`src/rtl/wb_pkg.sv`:
```
// Shared types and constants for the register-file write-back scheduler.
// The hazard ports on the top level exist only when WB_HAZ_EN is defined.
package wb_pkg;

    localparam int NREQ  = 3;
    localparam int WB_DW = 32;
    localparam int WB_AW = 4;

    localparam int REQ_ALU  = 0;
    localparam int REQ_MEM  = 1;
    localparam int REQ_BASE = 2;

    localparam logic [WB_AW-1:0] REG_PC = 4'd15;

    typedef enum logic {
        SLOT_EMPTY = 1'b0,
        SLOT_FULL  = 1'b1
    } slot_state_e;

    typedef struct packed {
        logic             valid;
        logic [WB_AW-1:0] addr;
        logic [WB_DW-1:0] data;
    } wb_entry_t;

    typedef logic [1:0] req_idx_t;

    // Requester index successor, wrapping modulo NREQ.
    function automatic req_idx_t next_idx(input req_idx_t i);
        return (i == req_idx_t'(NREQ - 1)) ? '0 : i + 2'd1;
    endfunction

endpackage

```
`src/rtl/wb_slot.sv`:
```
// One-entry holding slot for a single write-back producer.
// Handshake: a request is taken on an edge where accept_i is high (valid & ready).
module wb_slot
    import wb_pkg::*;
(
    input  logic             clk_i,
    input  logic             rst_ni,
    input  logic             accept_i,
    input  logic             grant_i,
    input  logic [WB_AW-1:0] addr_i,
    input  logic [WB_DW-1:0] data_i,
    output logic             full_o,
    output logic             ready_o,
    output wb_entry_t        entry_o
);

    slot_state_e state_q, state_d;
    wb_entry_t   entry_q, entry_d;

    always_ff @(posedge clk_i or negedge rst_ni) begin
        if (!rst_ni) begin
            state_q <= SLOT_EMPTY;
            entry_q <= '0;
        end else begin
            state_q <= state_d;
            entry_q <= entry_d;
        end
    end

    // An accept on the grant edge replaces the issuing entry, so no bubble appears.
    always_comb begin
        state_d = state_q;
        entry_d = entry_q;
        if (accept_i) begin
            state_d       = SLOT_FULL;
            entry_d.valid = 1'b1;
            entry_d.addr  = addr_i;
            entry_d.data  = data_i;
        end else if (grant_i) begin
            state_d       = SLOT_EMPTY;
            entry_d.valid = 1'b0;
        end
    end

    assign full_o  = (state_q == SLOT_FULL);
    assign ready_o = (state_q == SLOT_EMPTY) | grant_i;
    assign entry_o = entry_q;

endmodule

```
`src/rtl/regfile_wb_arbiter.sv`:
```
// Round-robin scheduler sharing the register file write port among ALU, MEM and BASE.
// Define WB_HAZ_EN to add read-address hazard outputs (A/B in, HzA/HzB out).
module regfile_wb_arbiter
    import wb_pkg::*;
#(
    parameter int DW = WB_DW,
    parameter int AW = WB_AW
) (
    input  logic              Clk,
    input  logic              Rst_n,
    input  logic [NREQ-1:0]   ReqV,
    output logic [NREQ-1:0]   ReqR,
    input  logic [NREQ*AW-1:0] ReqA,
    input  logic [NREQ*DW-1:0] ReqD,
    output logic [AW-1:0]     C,
    output logic [DW-1:0]     PC,
    output logic              RF,
    output logic              PcWr,
    output logic              Busy
`ifdef WB_HAZ_EN
    ,
    input  logic [AW-1:0]     A,
    input  logic [AW-1:0]     B,
    output logic              HzA,
    output logic              HzB
`endif
);

    logic [NREQ-1:0] slot_full;
    logic [NREQ-1:0] slot_ready;
    logic [NREQ-1:0] accept;
    logic [NREQ-1:0] grant;
    wb_entry_t       slot_entry [NREQ];

    req_idx_t  ptr_q, ptr_d;
    req_idx_t  arb_idx;
    req_idx_t  grant_idx;
    logic      grant_any;
    wb_entry_t win;

    logic          rf_q, rf_d;
    logic          pcwr_q, pcwr_d;
    logic [AW-1:0] c_q, c_d;
    logic [DW-1:0] pc_q, pc_d;

    for (genvar i = 0; i < NREQ; i++) begin : g_slot
        assign accept[i] = ReqV[i] & slot_ready[i];

        wb_slot u_slot (
            .clk_i    (Clk),
            .rst_ni   (Rst_n),
            .accept_i (accept[i]),
            .grant_i  (grant[i]),
            .addr_i   (ReqA[i*AW +: AW]),
            .data_i   (ReqD[i*DW +: DW]),
            .full_o   (slot_full[i]),
            .ready_o  (slot_ready[i]),
            .entry_o  (slot_entry[i])
        );
    end

    assign ReqR = slot_ready;

    // Search order is ptr, ptr+1, ptr+2; the first full slot wins.
    always_comb begin
        grant_any = 1'b0;
        grant_idx = ptr_q;
        arb_idx   = ptr_q;
        for (int k = 0; k < NREQ; k++) begin
            if (!grant_any && slot_full[arb_idx]) begin
                grant_any = 1'b1;
                grant_idx = arb_idx;
            end
            arb_idx = next_idx(arb_idx);
        end
    end

    always_comb begin
        grant = '0;
        for (int i = 0; i < NREQ; i++) begin
            grant[i] = grant_any && (grant_idx == req_idx_t'(i));
        end
    end

    assign win   = slot_entry[grant_idx];
    assign ptr_d = grant_any ? next_idx(grant_idx) : ptr_q;

    // Write-port stage: address and data hold their last value when idle.
    always_comb begin
        rf_d   = grant_any & win.valid;
        pcwr_d = grant_any & win.valid & (win.addr == REG_PC);
        c_d    = c_q;
        pc_d   = pc_q;
        if (grant_any) begin
            c_d  = win.addr;
            pc_d = win.data;
        end
    end

    always_ff @(posedge Clk or negedge Rst_n) begin
        if (!Rst_n) begin
            ptr_q  <= '0;
            rf_q   <= 1'b0;
            pcwr_q <= 1'b0;
            c_q    <= '0;
            pc_q   <= '0;
        end else begin
            ptr_q  <= ptr_d;
            rf_q   <= rf_d;
            pcwr_q <= pcwr_d;
            c_q    <= c_d;
            pc_q   <= pc_d;
        end
    end

    assign RF   = rf_q;
    assign PcWr = pcwr_q;
    assign C    = c_q;
    assign PC   = pc_q;
    assign Busy = (|slot_full) | rf_q;

`ifdef WB_HAZ_EN
    // A write is pending while it sits in a slot or in the write-port stage.
    always_comb begin
        HzA = rf_q && (c_q == A);
        HzB = rf_q && (c_q == B);
        for (int i = 0; i < NREQ; i++) begin
            if (slot_full[i] && (slot_entry[i].addr == A)) HzA = 1'b1;
            if (slot_full[i] && (slot_entry[i].addr == B)) HzB = 1'b1;
        end
    end
`endif

endmodule

```
`config.mk`:
```
export PLATFORM = sky130hd
export DESIGN_NAME = regfile_wb_arbiter
export DESIGN_NICKNAME = d
export VERILOG_FILES = /design/src/rtl/wb_pkg.sv /design/src/rtl/wb_slot.sv /design/src/rtl/regfile_wb_arbiter.sv
export SDC_FILE = /design/constraint.sdc
export NUM_CORES = 1
export LEC_CHECK = 0
export CORE_UTILIZATION = 45
export DETAILED_ROUTE_END_ITERATION = 6
export HOLD_SLACK_MARGIN = 0.02
export PLACE_DENSITY = 0.76
export SETUP_SLACK_MARGIN = 0.05
export SLEW_MARGIN = 20
export SYNTH_ARGS = -nofsm -noshare
export SYNTH_HDL_FRONTEND = slang
export SYNTH_SLANG_ARGS = --single-unit
```
`constraint.sdc`:
```
create_clock -name Clk -period 2 [get_ports Clk]
set_clock_uncertainty 0.2 [all_clocks]
set_input_delay 0.2 -clock Clk [delete_from_list [all_inputs] [get_ports Clk]]
set_output_delay 0.2 -clock Clk [all_outputs]
set_load 0.02 [all_outputs]
```
==> results.cfg <==
[power]
p_leak_uw = 0.00424
p_per_area_nw_per_um2 = 1920
irDropWorstVdd_mv = 0.938
power_uw = 18100

[route]
first_pass_iters = 4
vias = 4410
antenna_left = 0
drc = 0
routed_wl_um = 16600
via_per_inst = 5.40
drt_iter0_drc = 260
routedWlPerCell_um = 20.4

[grt]
met2_usage = 0.396
grt_pass1_wl_um = 26300
grt_most_used_layer = met2
grt_pass1_vias = 4881
gr-usage-met1 = 0.295
antenna_found_initial = 0
overflow = 0
grt_max_degree = 51
gr-usage-met3 = 0.0554
track_usage = 0.232

[floorplanning]
start_util = 0.469
io_pins = 155
dieArea_um2 = 15200
die_y_um = 123
core_area_um2 = 14100
die_width_um = 123
row_count = 43

[critical_path]
cp_data_required_time_ns = 2.09
cp-start-kind = flop
critPathArrivalTime_ns = 2.22
crit_type = flop to flop
worstSetupEndpointType = flop
critPathMaxFanout = 6

[timing]
slew-limit-headroom = 0.526
finalSetupViolations = 129
rsz0062_at_grt = yes
finalHoldViolCount = 0
fin_ws_ns = -0.131
period_needed_ns = 2.13
max_freq_mhz = 469
slew_violations = 0
period_share = 1.07
worst_pin_slew_ns = 0.710

[placement]
placed_area_um2 = 8510
dp_hpwl_um = 11000
dp.cells = 771
io_buffers = 154
gp_congestion = 0.774

[finish]
finalInstanceArea_um2 = 9430
diodes = 0
multiInputGateArea_um2 = 2670
seqCellArea_um2 = 3780
fill_cells = 993
syn_to_final_growth_pct = 42.8
drive_above_1_share = 0.339
num-nets-final = 738
fin_cells = 817

[synth]
synth_warnings = 0
synth-seq-area-share = 0.572
syn_area_um2 = 6610
synth_cell_types = 38
synth-seq-cells = 151
syn-num-nets = 551
synth.avg_cell_area_um2 = 15.1
synthCells = 438

[clock_tree]
cts.sinks = 151
cts_tree = built
clockBufferDepth = 2
cts.clk_slew.worst_paths_ns = 0.06
ctsHtreeMaxLevel = 4
clockRootBuffer = clkbuf_16
clkLatencyLatePin_ns = 0.40
numCtsBuffers = 17

[hold_path]
min_path_type = input pin to async pin

[run]
cap_violations = 0

[outcome]
violations = setup timing
outcome = complete, but fails checks
==> where the power goes <==
| part | switching, uW | internal [uW] | total, uW |
|---|---|---|---|
| logic | 3860 | 5490 | 9340 |
| registers | 1010 | 4710 | 5720 |
| clock network | 1180 | 1830 | 3010 |
==> flip-flops by register name (all words and copies together) (netlist names) <==
register               count
PcWr                       1
g_slot.u_slot.entry_o    109
PC                        32
ptr_q                      2
C                          4
g_slot.u_slot.full_o       2
RF                         1
==> layer usage <==
metal	part of all wire	wire (um)	up-vias
met1	0.43	7130	2256
met2	0.51	8480	138
met3	0.050	828	14
li1	-	-	2002
met5	0	0	-
met4	0.012	204	0
==> critical path, cell delays in order, from the launching register on <==
cell and delay, ns:
dfrtp_2 0.46, buf_6 0.15, nand3b_1 0.12, o211a_1 0.18
nand2b_4 0.13, and2_4 0.20, buf_12 0.13, buf_12 0.13
mux2_4 0.30
==> final cells by class <==
class	instances	share of cell area
clock inverters	8	0.00769
flip-flops and latches	151	0.401
well taps	180	0.0239
multi-input cells	248	0.283
repair buffers	203	0.231
clock buffers	23	0.0517
inverters	4	0.00172
==> final timing paths <==
kind | from | to | slack, ns | cells past startpoint
worst max register to register | ptr_q[0] | g_slot[0].u_slot.entry_o[28] | -0.13 | 8
worst max-delay path | ptr_q[0] | g_slot[0].u_slot.entry_o[28] | -0.13 | 8
max in group asynchronous | Rst_n | g_slot[2].u_slot.entry_o[13] | 0.87 | 3
min in group Clk | ReqD[94] | g_slot[2].u_slot.entry_o[30] | 0.20 | 2
worst min register to register | g_slot[0].u_slot.entry_o[5] | g_slot[0].u_slot.entry_o[5] | 0.31 | 1
worst min-delay path | Rst_n | g_slot[2].u_slot.entry_o[28] | 0.1 | 2
==> per-stage QoR <==
step | TNS (ns) | util | setup slack [ns] | hold slack [ns]
6_report | -10.73 | 0.669 | -0.131 | 0.0958
5_1_grt | -19.10 | 0.669 | -0.191 | 0.130
4_1_cts | -12.78 | 0.665 | -0.143 | 0.112
3_5_place_dp | -14.43 | 0.604 | -0.215 | -0.0199
3_3_place_gp | -9.06 | 0.604 | -0.146 | -0.0264
2_1_floorplan | -5.65 | - | -0.108 | -0.296
==> cell families after synthesis <==
logic type | Yosys count | share of synthesized area
and+or+nand+nor | 46 | 0.0381
buffers and inverters | 39 | 0.0402
muxes | 108 | 0.235
AOI/OAI and AO/OA | 93 | 0.113
xor gates and xnor gates | 1 | 0.00133
DFF | 151 | 0.572
==> Yosys cell counts <==
cell type | count | area share
dfrtp_1 | 151 | 0.57
mux2_4 | 90 | 0.20
nor2_1 | 19 | 0.011
mux2_2 | 18 | 0.031
a22oi_1 | 17 | 0.019
a221o_1 | 15 | 0.023
a22o_1 | 15 | 0.020
a21oi_1 | 13 | 0.0098
buf_6 | 13 | 0.022
clkbuf_1 | 13 | 0.0074
a222oi_1 | 12 | 0.018
o21ai_0 | 7 | 0.0053
nand2b_1 | 6 | 0.0057
buf_2 | 5 | 0.0038
nand2_1 | 5 | 0.0028
buf_4 | 4 | 0.0045
and2_1 | 3 | 0.0028
inv_1 | 3 | 0.0017
nor2b_1 | 3 | 0.0028
o211a_1 | 3 | 0.0045
o21ai_1 | 3 | 0.0023
nand2b_4 | 2 | 0.0042
nand3b_1 | 2 | 0.0023
or2_2 | 2 | 0.0019
a211oi_1 | 1 | 0.0011
a221oi_1 | 1 | 0.0013
a31o_2 | 1 | 0.0013
a41oi_1 | 1 | 0.0013
and2_4 | 1 | 0.0013
clkinv_1 | 1 | 0.00057
nand2_4 | 1 | 0.0017
nand3_1 | 1 | 0.00076
nor4_1 | 1 | 0.00095
o21a_1 | 1 | 0.0011
o21bai_1 | 1 | 0.0011
o31ai_1 | 1 | 0.0011
o41ai_2 | 1 | 0.0025
xnor2_1 | 1 | 0.0013
==> layout by cell type (no fill, tap or decap), types with 2 or more instances in the layout <==
master and instances:
dfrtp_2 4, clkbuf_8 4, buf_4 23, a22o_1 15, buf_12 14, nand2_1 5
nand2b_4 2, dfrtp_1 147, clkbuf_16 18, nor2_1 16, o21ai_1 6, nor2_2 3
o211a_1 3, nand3b_1 2, a222oi_1 12, clkinv_2 5, clkinvlp_4 3, a22oi_1 15
mux2_4 97, inv_1 2, a221o_1 15, buf_6 12, mux2_2 11, or2_4 2
nor2b_1 2, nand2b_1 6, a21oi_1 13, o21ai_0 3, a22oi_2 2, clkdlybuf4s50_1 149
and2_4 3, clkbuf_1 2
==> what timing repair did <==
action	4_1_cts	5_1_grt
cloned	4	1
hold buffers	1	0
pin swaps	13	3
setup endpoints to repair	147	148
hold endpoints to repair	151	0
gates resized for setup	45	22
buffers inserted	6	7
No activity file was read; power rests on OpenSTA's default activity.
